===== config.mk =====
export PLATFORM = sky130hd
export DESIGN_NAME = sys_reset_sequencer
export DESIGN_NICKNAME = d
export VERILOG_FILES = /design/src/rtl/sys_reset_sequencer.sv
export SDC_FILE = /design/constraint.sdc
export NUM_CORES = 1
export LEC_CHECK = 0
export ABC_CLOCK_PERIOD_IN_PS = 1710
export BUFFER_PORTS_ARGS = -buffer_cell sky130_fd_sc_hd__buf_2
export CAP_MARGIN = 0
export CORE_MARGIN = 5
export CORE_UTILIZATION = 45
export DETAILED_ROUTE_END_ITERATION = 10
export PLACE_DENSITY = 0.66
export SYNTH_ARGS = -nofsm -noshare
export SYNTH_HDL_FRONTEND = slang
export SYNTH_SLANG_ARGS = --single-unit

===== constraint.sdc =====
create_clock -name sys_clk -period 1.71 [get_ports sys_clk]
set_input_delay 0.342 -clock sys_clk [delete_from_list [all_inputs] [get_ports sys_clk]]
set_output_delay 0.342 -clock sys_clk [all_outputs]
set_load 0.02 [all_outputs]

===== src/rtl/sys_reset_sequencer.sv =====
// Reset sequencer: waits for stable MMCM lock, pulses idelay_rst until idelay_rdy, holds sys_rst, then RUN.
// Optional lock-loss event counter built only when SYS_RESET_SEQ_LOCK_LOSS_CNT_EN is defined.
module sys_reset_sequencer #(
    parameter int LOCK_STABLE_CYCLES = 1024,
    parameter int IDELAY_RST_CYCLES  = 16,
    parameter int RDY_TIMEOUT        = 4096,
    parameter int RST_HOLD_CYCLES    = 64,
    parameter int CNT_W              = 16
) (
    input  logic       sys_clk,
    input  logic       rst,
    input  logic       sys_clk_lock,
    input  logic       idelay_rdy,
    output logic       idelay_rst,
    output logic       sys_rst,
    output logic       ready,
    output logic [2:0] state,
    output logic [3:0] retry_cnt,
    output logic [7:0] lock_loss_cnt
);

    typedef enum logic [2:0] {
        ST_WAIT_LOCK   = 3'd0,
        ST_LOCK_STABLE = 3'd1,
        ST_IDLY_RST    = 3'd2,
        ST_IDLY_WAIT   = 3'd3,
        ST_RST_HOLD    = 3'd4,
        ST_RUN         = 3'd5
    } state_t;

    localparam logic [CNT_W-1:0] LS_LOAD = CNT_W'(LOCK_STABLE_CYCLES - 1);
    localparam logic [CNT_W-1:0] IR_LOAD = CNT_W'(IDELAY_RST_CYCLES - 1);
    localparam logic [CNT_W-1:0] TO_LOAD = CNT_W'(RDY_TIMEOUT - 1);
    localparam logic [CNT_W-1:0] RH_LOAD = CNT_W'(RST_HOLD_CYCLES - 1);

    logic             lock_meta_q, lock_meta_d;
    logic             lock_s_q, lock_s_d;
    logic             rdy_meta_q, rdy_meta_d;
    logic             rdy_s_q, rdy_s_d;
    state_t           state_q, state_d;
    logic [CNT_W-1:0] cnt_q, cnt_d;
    logic [3:0]       retry_q, retry_d;
    logic             idelay_rst_q, idelay_rst_d;
    logic             sys_rst_q, sys_rst_d;
    logic             ready_q, ready_d;

    always_comb begin
        lock_meta_d = sys_clk_lock;
        lock_s_d    = lock_meta_q;
        rdy_meta_d  = idelay_rdy;
        rdy_s_d     = rdy_meta_q;
    end

    always_comb begin
        state_d = state_q;
        cnt_d   = cnt_q;
        retry_d = retry_q;
        // Losing lock overrides every other transition, aborting any idelay_rst pulse.
        if (state_q != ST_WAIT_LOCK && !lock_s_q) begin
            state_d = ST_WAIT_LOCK;
            cnt_d   = '0;
        end else begin
            case (state_q)
                ST_WAIT_LOCK: begin
                    if (lock_s_q) begin
                        state_d = ST_LOCK_STABLE;
                        cnt_d   = LS_LOAD;
                    end
                end
                ST_LOCK_STABLE: begin
                    if (cnt_q == '0) begin
                        state_d = ST_IDLY_RST;
                        cnt_d   = IR_LOAD;
                    end else begin
                        cnt_d = cnt_q - 1'b1;
                    end
                end
                ST_IDLY_RST: begin
                    if (cnt_q == '0) begin
                        state_d = ST_IDLY_WAIT;
                        cnt_d   = TO_LOAD;
                    end else begin
                        cnt_d = cnt_q - 1'b1;
                    end
                end
                ST_IDLY_WAIT: begin
                    // Ready on the expiry cycle still counts as success.
                    if (rdy_s_q) begin
                        state_d = ST_RST_HOLD;
                        cnt_d   = RH_LOAD;
                    end else if (cnt_q == '0) begin
                        state_d = ST_IDLY_RST;
                        cnt_d   = IR_LOAD;
                        if (retry_q != 4'hF) retry_d = retry_q + 4'd1;
                    end else begin
                        cnt_d = cnt_q - 1'b1;
                    end
                end
                ST_RST_HOLD: begin
                    if (!rdy_s_q) begin
                        state_d = ST_IDLY_RST;
                        cnt_d   = IR_LOAD;
                    end else if (cnt_q == '0) begin
                        state_d = ST_RUN;
                        cnt_d   = '0;
                    end else begin
                        cnt_d = cnt_q - 1'b1;
                    end
                end
                ST_RUN: begin
                    if (!rdy_s_q) begin
                        state_d = ST_IDLY_RST;
                        cnt_d   = IR_LOAD;
                    end
                end
                default: begin
                    state_d = ST_WAIT_LOCK;
                    cnt_d   = '0;
                end
            endcase
        end
        // Outputs decode the next state so they register on the same edge as the state.
        idelay_rst_d = (state_d == ST_IDLY_RST);
        sys_rst_d    = (state_d != ST_RUN);
        ready_d      = (state_d == ST_RUN);
    end

    always_ff @(posedge sys_clk or posedge rst) begin
        if (rst) begin
            lock_meta_q  <= 1'b0;
            lock_s_q     <= 1'b0;
            rdy_meta_q   <= 1'b0;
            rdy_s_q      <= 1'b0;
            state_q      <= ST_WAIT_LOCK;
            cnt_q        <= '0;
            retry_q      <= 4'd0;
            idelay_rst_q <= 1'b0;
            sys_rst_q    <= 1'b1;
            ready_q      <= 1'b0;
        end else begin
            lock_meta_q  <= lock_meta_d;
            lock_s_q     <= lock_s_d;
            rdy_meta_q   <= rdy_meta_d;
            rdy_s_q      <= rdy_s_d;
            state_q      <= state_d;
            cnt_q        <= cnt_d;
            retry_q      <= retry_d;
            idelay_rst_q <= idelay_rst_d;
            sys_rst_q    <= sys_rst_d;
            ready_q      <= ready_d;
        end
    end

`ifdef SYS_RESET_SEQ_LOCK_LOSS_CNT_EN
    logic [7:0] lock_loss_cnt_q, lock_loss_cnt_d;
    logic       lock_lost;

    always_comb begin
        lock_lost       = (state_q != ST_WAIT_LOCK) && !lock_s_q;
        lock_loss_cnt_d = lock_loss_cnt_q;
        if (lock_lost && lock_loss_cnt_q != 8'hFF) lock_loss_cnt_d = lock_loss_cnt_q + 8'd1;
    end

    always_ff @(posedge sys_clk or posedge rst) begin
        if (rst) lock_loss_cnt_q <= 8'd0;
        else     lock_loss_cnt_q <= lock_loss_cnt_d;
    end

    assign lock_loss_cnt = lock_loss_cnt_q;
`else
    assign lock_loss_cnt = 8'd0;
`endif

    assign idelay_rst = idelay_rst_q;
    assign sys_rst    = sys_rst_q;
    assign ready      = ready_q;
    assign state      = state_q;
    assign retry_cnt  = retry_q;

endmodule


==> results of run 1 <==
==> Yosys cell counts (all sizes together) (3+ instances only) <==
library cell,instances
o21ai,13
inv,7
or3,5
o211ai,3
xor2,3
buf,14
nor2b,5
dfrtp,29
nor4,4
nand2,21
a211o,3
clkbuf,10
nor3,5
a21o,3
nand3,3
xnor2,7
ha,3
nand4,5
a21oi,19
nor2,19
nand3b,3
o221ai,4
o21a,4
==> final timing paths <==
| path | end | slack, ps | from |
|---|---|---|---|
| min in group sys_clk | rdy_meta_q | 160 | idelay_rdy |
| setup reg to reg | cnt_q[10] | -70 | cnt_q[3] |
| max in group asynchronous | sys_rst | 1270 | rst |
| setup / recovery | cnt_q[10] | -70 | cnt_q[3] |
| hold / removal | cnt_q[9] | 120 | rst |
| hold reg to reg | rdy_s_q | 350 | rdy_meta_q |
==> per-stage QoR <==
step | hold WS, ps | TNS [ps] | cells
finish | 124.5 | -376.2 | 330
global route | 147.5 | -1615 | 330
CTS | 137.0 | -199.6 | 330
detailed placement | 340.3 | -1825 | 318
global placement | 331.7 | -1166 | 318
floorplan | 331.2 | -92.46 | 229
==> what timing repair did <==
item                       4_1_cts  5_1_grt
cloned                           0        0
setup endpoints to repair       25       24
gates resized for setup         13       25
setup buffers                    4        0
pin swaps                        7        8
==> logic make-up after synthesis <==
group / share of synthesized area (%)
xor gates and xnor gates: 4.502
muxes: 1.608
other: 0.1927
adders and majority gates: 1.929
DFF: 38.65
buffers and inverters: 8.231
and+or+nand+nor: 23.99
AOI/OAI and AO/OA: 20.90
==> area by class of cell <==
type / instances / area share, %
Clock buffer: 5 / 2.638
Clock inverter: 3 / 1.535
Inverter: 7 / 1.007
Multi-Input combinational cell: 168 / 45.56
Sequential cell: 30 / 28.87
Tap cell: 52 / 2.494
Timing Repair Buffer: 65 / 17.89
==> critical path: stages, from the launching register on <==
cell	delay (ps)
dfrtp_1	410
nor4_4	260
buf_4	180
buf_4	140
nand2_1	80
buf_4	170
o31a_1	230
a21oi_1	150
a21o_1	100
==> cell usage in the layout, fill, tap and decap left out, types with 5 or more instances in the layout <==
| cell type | n |
|---|---|
| o21ai_0 | 8 |
| inv_1 | 5 |
| nor2_1 | 17 |
| nand2_1 | 21 |
| conb_1 | 8 |
| a21oi_1 | 13 |
| xnor2_1 | 7 |
| or3_1 | 5 |
| dfrtp_1 | 28 |
| clkbuf_8 | 5 |
| a21oi_2 | 6 |
| buf_4 | 49 |
| buf_2 | 13 |
| nor2b_1 | 5 |
==> routing by layer <==
metal	wire length, microns	global-route usage [%]	up-vias
li1	-	-	892
met1	2167	25.61	856
met2	2364	27.19	44
met3	266	3.958	4
met4	42	5.825	0
met5	0	0	-
==> flip-flops by register name, summed over array words and instances (netlist names) <==
| name | count |
|---|---|
| ready | 1 |
| retry_cnt | 4 |
| sys_rst | 1 |
| rdy_meta_q | 1 |
| rdy_s_q | 1 |
| lock_s_q | 1 |
| state | 3 |
| lock_meta_q | 1 |
| cnt_q | 16 |
| idelay_rst | 1 |
==> power by group <==
part           switching (mW)  leakage [nW]  internal [mW]
sequential             0.0406         0.383          0.748
clock                   0.273        0.0579          0.428
combinational           0.223         0.764          0.195
==> results.json, run 1 <==
{
  "status": "finished with violations",
  "failed_checks": "setup timing",
  "viasPerCell": 5.442,
  "htree_levels": 2,
  "coreArea_sq_um": 4264,
  "syn_inst": 222,
  "cp_max_fo": 6,
  "grt_max_degree": 31,
  "rsz0062_at_grt": "yes",
  "first_pass_iters": 4,
  "rr_worst_depth": 8,
  "place_ws_ps": -185.8,
  "gp_congestion": 0.8521,
  "synth_seq_area_share_pct": 38.65,
  "regArea_sq_um": 753.2,
  "cts-root-buf": "clkbuf_8",
  "synth_ff_type": "dfrtp_1",
  "overflow": 0,
  "diodes": 0,
  "drt-total-wl_microns": 4841,
  "placed_cell_area_sq_um": 2337,
  "hold_violations": 0,
  "dp_hpwl_microns": 3400,
  "die_w_microns": 75.76,
  "cap_violations": 0,
  "worst-setup-path-type": "reg -> reg",
  "fin_util_pct": 61.18,
  "fmax_ghz": 0.5621,
  "cts_made_buffers": 5,
  "p_leak_nw": 1.205,
  "holdBufCountCts": 0,
  "drv_slew": 0,
  "initial_core_util_pct": 45.63,
  "drt_iter0_drc": 178,
  "yosysTopAreaCell": "dfrtp_1",
  "area_growth_pct": 34.08,
  "power.total_mw": 1.909,
  "cts_num_sinks": 30,
  "die_y_microns": 75.76,
  "ir_drop_uv": 411.6,
  "worst_slack_ps": -68.92,
  "grt_usage_pct": 18.03,
  "final_area_sq_um": 2609,
  "synth_cell_types": 54,
  "cp-end-kind": "register",
  "crit_required_ps": 1930,
  "multiInputGateArea_sq_um": 1189,
  "cp_data_arrival_time_ps": 2000,
  "antenna_found_initial": 0,
  "start_kind": "register",
  "avgSynthCellArea_sq_um": 8.764,
  "synth_edf_count": 0,
  "vias": 1796,
  "synth.ff_latch_count": 30,
  "grt_pass1_vias": 1658,
  "clkTransAtPathRegs_ps": 60,
  "async_flop_share_pct": 100.0,
  "netlist.area_leader.share_pct": 37.30,
  "ant_nets": 0,
  "min_period_ps": 1779,
  "finalNetCount": 284,
  "syn_area_sq_um": 1946,
  "post-route-period-util_pct": 104.0,
  "setup_viol": 10,
  "drc_errors": 0,
  "port_buffers": 13,
  "rows": 24,
  "insertion_delay_ps": 280,
  "pwr_density_cell_nw_per_um2": 731.6,
  "routedWlPerCell_microns": 14.67,
  "fp.dieArea_sq_um": 5739,
  "grt_pass1_wl_microns": 7797,
  "fillers": 366,
  "io_pins": 22,
  "ys_warn_count": 0,
  "clockBufferDepth": 2,
  "clock_skew_ps": 1.344,
  "synth_area_leaders": "dfrtp_1 (37%), a21oi_1 (4.9%), nand2_1 (4.1%)",
  "cts_tree": "yes",
  "drive_gt1_share_pct": 36.33,
  "hold_path.class": "in -> async"
}
No activity file was read; power rests on OpenSTA's default activity.
==> inputs of run 2 (changes only) <==
- RECOVER_POWER: default -> 100
==> run 2 against run 1 <==
The run still ends with setup timing left. Count of clock-buffer cells in the layout did not move. Die area unchanged. Final cell count did not move. Largest cell class unchanged. Largest power group unchanged.
==> results.json, run 2 (synthesized netlist as in run 1, its figures left out) <==
{
  "drt-total-wl_microns": 4830,
  "cp-endpoint": "cnt_q[10]",
  "cts_tree": "yes",
  "met3_usage_pct": 3.958,
  "crit_path_max_incr_delay_ps": 410,
  "cp_num_buf_inv": 3,
  "gr-usage-met1_pct": 25.61,
  "cap_violations": 0,
  "crit_top_cell": "buf_4",
  "p_leak_nw": 1.169,
  "worst_slack_ps": -65.10,
  "setup_viol": 10,
  "fmax_ghz": 0.5634,
  "drc_errors": 0,
  "hold_path.class": "in -> reg",
  "fillers": 375,
  "hold_violations": 0,
  "cp-end-kind": "register",
  "cts-root-buf": "clkbuf_8",
  "crit_chain": "nor4_4 > buf_4 > buf_4 > nand2_1 > buf_4 > o31a_1 > a21oi_1 > a21o_1",
  "final_cell_mix": "buf_4 (47), dfrtp_1 (29), nand2_1 (21)",
  "die_w_microns": 75.76,
  "ir_drop_uv": 411.4,
  "pwr-share-clk_pct": 36.9,
  "fin_util_pct": 60.71,
  "io_pins": 22,
  "cp_max_fo": 6,
  "overflow": 0,
  "power.share.sequential_pct": 41.3,
  "drt_iter0_drc": 163,
  "final_common_cell": "buf_4",
  "die_y_microns": 75.76,
  "failed_checks": "setup timing",
  "gp_congestion": 0.8521,
  "status": "finished with violations",
  "grt_usage_pct": 18.03,
  "grt_pass1_vias": 1658,
  "start_kind": "register",
  "crit_required_ps": 1940,
  "htree_levels": 2,
  "viasPerCell": 5.461,
  "pwr_density_cell_nw_per_um2": 736.2,
  "reg2reg_from": "cnt_q[3]",
  "grt_pass1_wl_microns": 7797,
  "vias": 1802,
  "rsz0062_at_grt": "yes",
  "rows": 24,
  "cpLargestDelayFamily": "buffers and inverters",
  "max_slew_margin_pct": 50.61,
  "cts_num_sinks": 30,
  "rr_worst_depth": 8,
  "diodes": 0,
  "initial_core_util_pct": 45.63,
  "critical-path-slowest-cell": "dfrtp_1",
  "drv_slew": 0,
  "power_switching_uw": 536.2,
  "area_growth_pct": 33.05,
  "dp_hpwl_microns": 3400,
  "worst-setup-path-type": "reg -> reg",
  "clkTransAtPathRegs_ps": 60,
  "crit_start": "cnt_q[3]",
  "insertion_delay_ps": 280,
  "port_buffers": 13,
  "post-route-period-util_pct": 103.8,
  "cts_made_buffers": 5,
  "r2r_setup_slack_ps": -70,
  "routedWlPerCell_microns": 14.64,
  "largest_register_ffs": 16,
  "regMostFlops": "cnt_q",
  "busiest_layer": "met2",
  "combPwrFrac_pct": 21.8,
  "timing.rr.end": "cnt_q[10]",
  "worstSetupPathDepth": 8,
  "coreArea_sq_um": 4264,
  "clock_skew_ps": 2.275,
  "ant_nets": 0,
  "switching_share_pct": 28.13,
  "worst_pin_slew_ps": 740.9,
  "power.internal_mw": 1.370,
  "fp.dieArea_sq_um": 5739,
  "place_ws_ps": -185.8,
  "antenna_found_initial": 0,
  "drive_gt1_share_pct": 32.37,
  "met2_usage_pct": 27.19,
  "min_period_ps": 1775,
  "first_pass_iters": 4,
  "cp_data_arrival_time_ps": 2000,
  "grt_max_degree": 31,
  "finalNetCount": 284,
  "clockBufferDepth": 2
}
[run 2: repair_timing]
item | CTS | global route
gates resized for setup | 13 | 25
hold buffers | 0 | 0
buffers inserted | 4 | 0
pin swaps | 7 | 8
setup endpoints to repair | 25 | 24
[run 2: metal layers]
layer | part of all wire, % | routed length, microns | up-vias
met2 | 49 | 2378 | 36
met5 | 0 | 0 | -
met1 | 45 | 2150 | 867
met3 | 5.0 | 241 | 7
li1 | - | - | 892
met4 | 1.2 | 59 | 0
[run 2: worst reg2reg max path, stage by stage (launching register included)]
cell	delay (ps)
dfrtp_1	410
nor4_4	260
buf_4	180
buf_4	140
nand2_1	80
buf_4	170
o31a_1	230
a21oi_1	150
a21o_1	100
[run 2: metrics by stage]
stage / area, sq um / power, mW / setup TNS [ps] / std cells / hold slack, ps
global route: 2589 / 1.999 / -1732 / 330 / 147.5
floorplan: 1984 / 1.032 / -92.46 / 229 / 331.2
detailed placement: 2337 / 1.163 / -1825 / 318 / 340.3
global placement: 2337 / 1.158 / -1166 / 318 / 331.7
finish: 2589 / 1.906 / -341.7 / 330 / 161.3
CTS: 2527 / 1.900 / -199.6 / 330 / 137.0
[run 2: how the worst min path moves through the flow]
stage	start	to	cells after the start
4_1_cts	rst	cnt_q[9]	3
6_report	idelay_rdy	rdy_meta_q	1
3_5_place_dp	rdy_meta_q	rdy_s_q	0
5_1_grt	idelay_rdy	rdy_meta_q	1
2_1_floorplan	lock_meta_q	lock_s_q	0
3_3_place_gp	lock_meta_q	lock_s_q	0
[run 2: cell type report]
type                            instances  area, sq um  area share (%)
Clock buffer                            5        68.82           2.658
Clock inverter                          3        40.04           1.547
Inverter                                7        26.28           1.015
Multi-Input combinational cell        168         1186           45.82
Sequential cell                        30        752.0           29.05
Tap cell                               52        65.06           2.513
Timing Repair Buffer                   65        450.4           17.40
[run 2: power groups by stage]
stage | clock network [mW] | logic (mW) | registers, mW
finish | 0.702 | 0.416 | 0.788
floorplan | 0 | 0.235 | 0.796
detailed placement | 0 | 0.368 | 0.794
CTS | 0.717 | 0.396 | 0.787
global route | 0.748 | 0.459 | 0.792
global placement | 0 | 0.367 | 0.792
==> inputs of run 3 (changes only) <==
- MAX_ROUTING_LAYER: default -> met4
- RECOVER_POWER: 100 -> default
- REMOVE_ABC_BUFFERS: default -> 1
==> run 3 against run 2 <==
The run still ends with setup timing left. Sequential power down 0.8%. Non-clock buffer count up 6. Count of clock-buffer cells in the layout unchanged. Highest routed layer unchanged.
==> results.json, run 3 (synthesized netlist as in run 1, its figures left out) <==
{
  "status": "finished with violations",
  "failed_checks": "setup timing",
  "die_w_microns": 75.76,
  "drt-total-wl_microns": 5259,
  "cts-root-buf": "clkbuf_8",
  "initial_core_util_pct": 45.63,
  "r2r_setup_slack_ps": -70,
  "viasPerCell": 5.679,
  "final_cell_mix": "buf_4 (52), dfrtp_1 (29), nand2_1 (20)",
  "fillers": 347,
  "cts_made_buffers": 5,
  "timing.rr.end": "cnt_q[3]",
  "routedWlPerCell_microns": 15.65,
  "hold_violations": 0,
  "regMostFlops": "cnt_q",
  "fmax_ghz": 0.5604,
  "start_kind": "register",
  "grt_pass1_vias": 1675,
  "dp_hpwl_microns": 3385,
  "grt_max_degree": 31,
  "clockBufferDepth": 2,
  "p_leak_nw": 1.246,
  "overflow": 0,
  "clock_skew_ps": 5.843,
  "placed_cells": 322,
  "coreArea_sq_um": 4264,
  "rsz0062_at_grt": "yes",
  "final_cells": 336,
  "grt_pass1_wl_microns": 7700,
  "rr_worst_depth": 8,
  "worst-setup-path-type": "reg -> reg",
  "ir_drop_uv": 511.8,
  "vias": 1908,
  "clkTransAtPathRegs_ps": 70,
  "largest_register_ffs": 16,
  "gp_congestion": 0.8624,
  "grt_usage_pct": 18.40,
  "area_growth_pct": 37.56,
  "io_pins": 22,
  "cp-end-kind": "register",
  "drive_gt1_share_pct": 38.38,
  "port_buffers": 13,
  "crit_chain": "inv_2 > ha_4 > nor3b_4 > and4_2 > buf_4 > o21ai_2 > nand4_1 > a32oi_1",
  "setup_viol": 9,
  "diodes": 0,
  "drc_errors": 0,
  "reg2reg_from": "cnt_q[0]",
  "drt_iter0_drc": 195,
  "regArea_sq_um": 752.0,
  "post-route-period-util_pct": 104.4,
  "crit_path_max_incr_delay_ps": 360,
  "htree_levels": 2,
  "cp_num_buf_inv": 2,
  "cts_tree": "yes",
  "rows": 24,
  "multiInputGateArea_sq_um": 1192,
  "cts_num_sinks": 30,
  "critical-path-slowest-cell": "dfrtp_1",
  "drv_slew": 0,
  "cp_max_fo": 6,
  "ant_nets": 0,
  "cap_violations": 0,
  "pwr_density_cell_nw_per_um2": 733.8,
  "holdBufCountCts": 0,
  "crit_required_ps": 1900,
  "min_period_ps": 1784,
  "hold_path.class": "in -> async",
  "fp.dieArea_sq_um": 5739,
  "die_y_microns": 75.76,
  "insertion_delay_ps": 290,
  "first_pass_iters": 5,
  "final_common_cell": "buf_4",
  "cp_data_arrival_time_ps": 1970,
  "finalNetCount": 290,
  "cpLargestDelayFamily": "simple AND/OR/NAND/NOR gates",
  "power.total_mw": 1.964,
  "antenna_found_initial": 0,
  "worst_slack_ps": -74.44
}
[run 3: power breakdown]
| group | internal (mW) | switching (mW) |
|---|---|---|
| registers | 0.747 | 0.0352 |
| clock network | 0.429 | 0.290 |
| logic | 0.220 | 0.243 |
| total | 1.40 | 0.568 |
[run 3: layout make-up]
| class | count | area share [%] |
|---|---|---|
| multi-input combinational | 168 | 44.55 |
| timing repair buffer | 71 | 19.87 |
| clock buffer | 5 | 2.571 |
| sequential | 30 | 28.10 |
| tap | 52 | 2.431 |
| clock inverter | 3 | 1.496 |
| inverter | 7 | 0.9818 |
[run 3: repair_timing]
action | 4_1_cts | 5_1_grt
setup buffers | 0 | 7
setup endpoints to repair | 24 | 25
cloned | 0 | 0
endpoints found under the hold margin | 0 | 0
resized for setup | 9 | 34
pin swaps | 3 | 13
[run 3: per-layer routing]
layer | global-route usage, % | wire [microns] | up-vias
met5 | - | 0 | -
met4 | 6.990 | 183 | 0
met3 | 4.881 | 273 | 20
met2 | 28.14 | 2529 | 79
met1 | 23.22 | 2271 | 906
li1 | - | - | 903
[run 3: tightest hold or removal path, stage by stage]
cell and delay (ps):
buf_2 90, inv_1 40, buf_4 350
[run 3: worst max path at each step]
stage                         endpoint  slack, ps      from  cells past startpoint
after floorplan               cnt_q[3]       -450  state[0]                      5
after global placement    retry_cnt[1]        -80  cnt_q[0]                      7
after detailed placement  retry_cnt[1]       -160  cnt_q[1]                      7
after CTS                 retry_cnt[1]       -110  cnt_q[4]                      5
after global routing         cnt_q[14]       -140  cnt_q[2]                      7
final                         cnt_q[3]        -70  cnt_q[0]                      8
[run 3: stage by stage]
stage | utilization, % | hold slack (ps) | TNS, ps | setup slack [ps] | cell area [sq um]
detailed placement | 55.31 | 336.5 | -1772 | -164.0 | 2359
global route | 62.76 | 149.8 | -1664 | -137.0 | 2676
floorplan | - | 331.2 | -3687 | -449.8 | 1838
CTS | 58.36 | 133.1 | -736.8 | -105.6 | 2489
finish | 62.76 | 112.7 | -390.1 | -74.44 | 2676
global placement | 55.31 | 331.9 | -419.5 | -80.71 | 2359
